==> src/rtl/z80_bus_responder.sv <==
// Z80 bus responder: detects memory/I/O cycles, maps 16-bit addresses
// through four page registers onto a 22-bit backing memory, drives WAIT.
module z80_bus_responder #(
   parameter logic [7:0] PAGE_IO_BASE = 8'h78,
   parameter int         MEM_TIMEOUT  = 255
) (
   input  logic        i_clk,
   input  logic        i_reset,
   input  logic [15:0] i_addr,
   input  logic        i_mreq_n,
   input  logic        i_iorq_n,
   input  logic        i_rd_n,
   input  logic        i_wr_n,
   input  logic        i_m1_n,
   input  logic        i_rfsh_n,
   input  logic [7:0]  i_data,
   output logic [7:0]  o_data,
   output logic        o_data_oe,
   output logic        o_wait_n,
   output logic [21:0] o_mem_addr,
   output logic        o_mem_req,
   output logic        o_mem_we,
   output logic [7:0]  o_mem_wdata,
   input  logic        i_mem_ack,
   input  logic [7:0]  i_mem_rdata,
   output logic        o_timeout
);

   typedef enum logic [1:0] {
      S_IDLE,
      S_MEM,
      S_DONE
   } state_t;

   localparam logic [7:0] TMO = 8'(MEM_TIMEOUT);

   state_t      r_state;
   state_t      w_next;
   logic        r_prev_active;
   logic [7:0]  r_cnt;
   logic [7:0]  r_data;
   logic [7:0]  r_page [4];

   logic        w_rw;
   logic        w_mem_act;
   logic        w_io_act;
   logic        w_active;
   logic        w_start;
   logic        w_mem_start;
   logic        w_io_start;
   logic        w_tmo;
   logic        w_page_hit;
   logic [1:0]  w_pidx;

   assign w_rw        = !i_rd_n | !i_wr_n;
   assign w_mem_act   = !i_mreq_n & i_rfsh_n & w_rw;
   assign w_io_act    = !i_iorq_n & i_m1_n & w_rw;
   assign w_active    = w_mem_act | w_io_act;
   assign w_start     = w_active & !r_prev_active &
                        (r_state == S_IDLE) & !i_reset;
   assign w_mem_start = w_start & w_mem_act;
   assign w_io_start  = w_start & !w_mem_act;
   assign w_tmo       = (r_state == S_MEM) & !i_mem_ack &
                        (r_cnt >= TMO);
   assign w_page_hit  = i_addr[7:2] == PAGE_IO_BASE[7:2];
   assign w_pidx      = i_addr[1:0];
   assign o_data      = r_data;

   // State register
   always_ff @(posedge i_clk) begin
      if (i_reset) r_state <= S_IDLE;
      else         r_state <= w_next;
   end

   // Next-state, WAIT and data-enable decode
   always_comb begin
      w_next    = r_state;
      o_wait_n  = 1'b1;
      o_data_oe = 1'b0;
      unique case (r_state)
         S_IDLE: begin
            if (w_mem_start) begin
               w_next   = S_MEM;
               o_wait_n = 1'b0;
            end else if (w_io_start) begin
               w_next = S_DONE;
            end
         end
         S_MEM: begin
            if (i_mem_ack | w_tmo) w_next   = S_DONE;
            else                   o_wait_n = 1'b0;
         end
         S_DONE: begin
            o_data_oe = !i_rd_n;
            if (!w_active) w_next = S_IDLE;
         end
         default: w_next = S_IDLE;
      endcase
   end

   // Datapath: edge detect, memory request, timeout, page registers
   always_ff @(posedge i_clk) begin
      if (i_reset) begin
         r_prev_active <= 1'b1;
         r_cnt         <= 8'd0;
         r_data        <= 8'hFF;
         o_mem_req     <= 1'b0;
         o_mem_we      <= 1'b0;
         o_mem_addr    <= 22'd0;
         o_mem_wdata   <= 8'd0;
         o_timeout     <= 1'b0;
         for (int i = 0; i < 4; i++) r_page[i] <= 8'(i);
      end else begin
         r_prev_active <= w_active;
         o_timeout     <= 1'b0;
         if (w_mem_start) begin
            o_mem_req   <= 1'b1;
            o_mem_we    <= !i_wr_n;
            o_mem_addr  <= {r_page[i_addr[15:14]], i_addr[13:0]};
            o_mem_wdata <= i_data;
            r_cnt       <= 8'd1;
         end
         if (r_state == S_MEM) begin
            if (i_mem_ack) begin
               o_mem_req <= 1'b0;
               r_data    <= i_mem_rdata;
               r_cnt     <= 8'd0;
            end else if (w_tmo) begin
               o_mem_req <= 1'b0;
               r_data    <= 8'hFF;
               o_timeout <= 1'b1;
               r_cnt     <= 8'd0;
            end else begin
               r_cnt <= r_cnt + 8'd1;
            end
         end
         if (w_io_start) begin
            if (!i_wr_n) begin
               r_data <= 8'hFF;
               if (w_page_hit) r_page[w_pidx] <= i_data;
            end else begin
               r_data <= w_page_hit ? r_page[w_pidx] : 8'hFF;
            end
         end
      end
   end

endmodule
==> config.mk <==
export PLATFORM = sky130hd
export DESIGN_NAME = z80_bus_responder
export DESIGN_NICKNAME = d
export VERILOG_FILES = /design/src/rtl/z80_bus_responder.sv
export SDC_FILE = /design/constraint.sdc
export NUM_CORES = 1
export LEC_CHECK = 0
export CORE_UTILIZATION = 35
export DETAILED_ROUTE_END_ITERATION = 8
export HOLD_SLACK_MARGIN = 0.06
export MAX_ROUTING_LAYER = met4
export SYNTH_ARGS = -nofsm -noshare
export SYNTH_HDL_FRONTEND = slang
export SYNTH_SLANG_ARGS = --single-unit
==> constraint.sdc <==
create_clock -name i_clk -period 4.76 [get_ports i_clk]
set_clock_uncertainty 0.15 [all_clocks]
set_input_delay 0.952 -clock i_clk [delete_from_list [all_inputs] [get_ports i_clk]]
set_output_delay 0.952 -clock i_clk [all_outputs]
set_load 0.01 [all_outputs]
==> reports/results.tsv <==
stage	metric	value	unit
detailed_routing	via_per_inst	5.223	
yosys	yosys_register_bits	84	
finish	drive_gt1_share	11.96	%
timing	finalMaxSlewViolations	0	
finish	nets	497	
setup_path	worst-endpoint-arrival	2.88	ns
clocking	clock-sinks	84	
timing	rsz0062_at_grt	no	
clocking	cts.path.max_buffers	2	
grt	grt_pass1_vias	3075	
grt	grt_overflow	0	
setup_path	cp_max_fo	20	
timing	period_needed	3.979	ns
timing	fmax	251.3	MHz
finish	final_common_cell	clkdlybuf4s50_1	
worst_hold_path	hold_class	reg2reg	
yosys	yosys.cell_types.count	44	
timing	hold_viol	0	
timing	fin_crit_sh	83.58	%
detailed_routing	drc	0	
setup_path	crit_required	3.66	ns
status	status	completed	
clocking	cts_made_buffers	9	
setup_path	critPathKind	in2out	
place	place_ws	0.7925	ns
pwr	p_per_area	294.3	nW/um2
grt	grt_usage	18.18	%
yosys	synthesis.nets	424	
detailed_routing	via_count	3134	
yosys	ys_warn_count	0	
pwr	p_leak	1.660	nW
place	placed_area	4866	um2
die	initial_core_util	36.20	%
clocking	post-cts-setup-buffers	0	
timing	setup_ws	0.7814	ns
yosys	syn_area	3941	um2
clocking	clockRootBuffer	clkbuf_8	
die	die_area	11690	um2
detailed_routing	wl_per_cell	16.18	um
yosys	seq_area_frac_synth	50.79	%
setup_path	cp-end-kind	primary output	
yosys	synth-edff-count	32	
grt	antenna_found_initial	0	
grt	grt_max_degree	45	
finish	area_delta_synth_final	29.33	%
detailed_routing	drt_iter0_drc	176	
place	gp_congestion	0.7999	
detailed_routing	drt_wl_total	9708	um
yosys	yosys_most_used_dff	dfxtp_1	
place	dp_hpwl	6798	um
place	io_buffer_count	83	
finish	finalInstanceArea	5097	um2
detailed_routing	dr.pass1.iters	4	
run	cap_violations	0	
yosys	avgSynthCellArea	10.32	um2
die	fp.dieH	108.1	um
setup_path	cp-start-kind	input port	
die	io_pins	84	
die	rows	38	
clocking	worstSkewPairLatency	0.35	ns
timing	relSlewSlack	48.56	%
finish	n_antenna_cell	0	
timing	worstMarginPinSlew	0.7665	ns
grt	grt_pass1_wl	15760	um
pwr	max-vdd-ir-drop	0.0001221	V
clocking	h-tree-depth	3	
die	die_x	108.1	um
timing	tns	0	ns
clocking	cts_hold_buf	0	
clocking	cts_tree	yes	
yosys	synth_cells	382	
die	core_area	10890	um2
finish	mostFrequentLayoutCells	clkdlybuf4s50_1, nand2_1, dfxtp_1	
clocking	cts.reportedPaths.clkPinSlew	0.08	ns
timing	setup_violations	0	
clocking	cts_resized	0	
detailed_routing	postRouteAntennaNets	0	
yosys	async_flop_share	0	%
## report_power, final
| part | switching (mW) | internal, mW |
|---|---|---|
| registers | 0.0104 | 0.758 |
| clock network | 0.249 | 0.348 |
| logic | 0.0656 | 0.0701 |
## synthesized netlist by cell type (4+ instances only)
master	instances	area, um2
nand2b_1	7	43.79
a31oi_1	4	25.02
a21oi_1	37	185.2
o21ai_0	22	110.1
nor3_1	16	80.08
nand2_1	68	255.2
clkbuf_1	15	56.30
a211oi_1	10	75.07
nor2_1	15	56.30
nand4bb_1	6	67.56
nor4_2	8	100.1
edfxtp_1	32	960.9
nor2b_1	4	25.02
buf_2	7	35.03
buf_1	5	18.77
dfxtp_1	52	1041
mux4_2	16	360.4
nand4_1	4	25.02
o21a_1	9	67.56
nand3_1	5	25.02
inv_1	10	37.54
## flip-flops by register name (all words and copies together) (netlist names)
register,count
o_mem_req,1
o_data,8
o_timeout,1
o_mem_we,1
r_prev_active,1
r_page,32
o_mem_addr,22
r_cnt,8
r_state,2
o_mem_wdata,8
## cell families (layout without fill, tap and decap cells)
| logic type | Yosys count | after routing | synth area share (%) |
|---|---|---|---|
| compound gates | 92 | 92 | 14.00 |
| fa+ha+maj | 1 | 1 | 0.3174 |
| buf+inv | 40 | 118 | 4.603 |
| flops | 84 | 84 | 50.79 |
| mux | 16 | 16 | 9.143 |
| simple gates | 149 | 149 | 21.14 |
## stage by stage
| step | util (%) | std cells | hold slack [ns] | power, mW |
|---|---|---|---|---|
| floorplan | - | 382 | 0.2745 | 0.8527 |
| global placement | 44.69 | 584 | 0.2923 | 0.9193 |
| detailed placement | 44.69 | 584 | 0.2970 | 0.9213 |
| CTS | 46.82 | 600 | 0.3086 | 1.521 |
| global route | 46.82 | 600 | 0.3324 | 1.560 |
| finish | 46.82 | 600 | 0.3061 | 1.500 |
## final timing paths
check	from	to	slack, ns	cells after the start
setup / recovery	i_mem_ack	o_wait_n	0.78	6
hold / removal	o_mem_addr[0]	o_mem_addr[0]	0.31	2
setup reg to reg	r_state[0]	r_page[1][6]	2.02	4
hold reg to reg	o_mem_addr[0]	o_mem_addr[0]	0.31	2
## worst max-delay path, stage by stage
cell	delay, ns
clkdlybuf4s50_1	0.40
buf_4	0.20
or3b_1	0.46
a21oi_2	0.28
nor2_1	0.09
clkdlybuf4s50_1	0.49
## cell type report
type | instances | area, um2
fill | 1029 | 5791
sequential | 84 | 2002
multi-input combinational | 258 | 1758
timing repair buffer | 92 | 893.4
tap | 140 | 175.2
clock buffer | 11 | 131.4
clock inverter | 5 | 100.1
inverter | 10 | 37.54
## per-layer routing
layer / up-vias / part of all wire (%) / GRT usage (%)
li1: 1541 / - / -
met1: 1518 / 47 / 24.54
met2: 61 / 47 / 27.07
met3: 14 / 3.8 / 3.436
met4: 0 / 1.5 / 6.751
met5: - / 0 / -
Note: power is estimated with default switching activity, not from simulation.
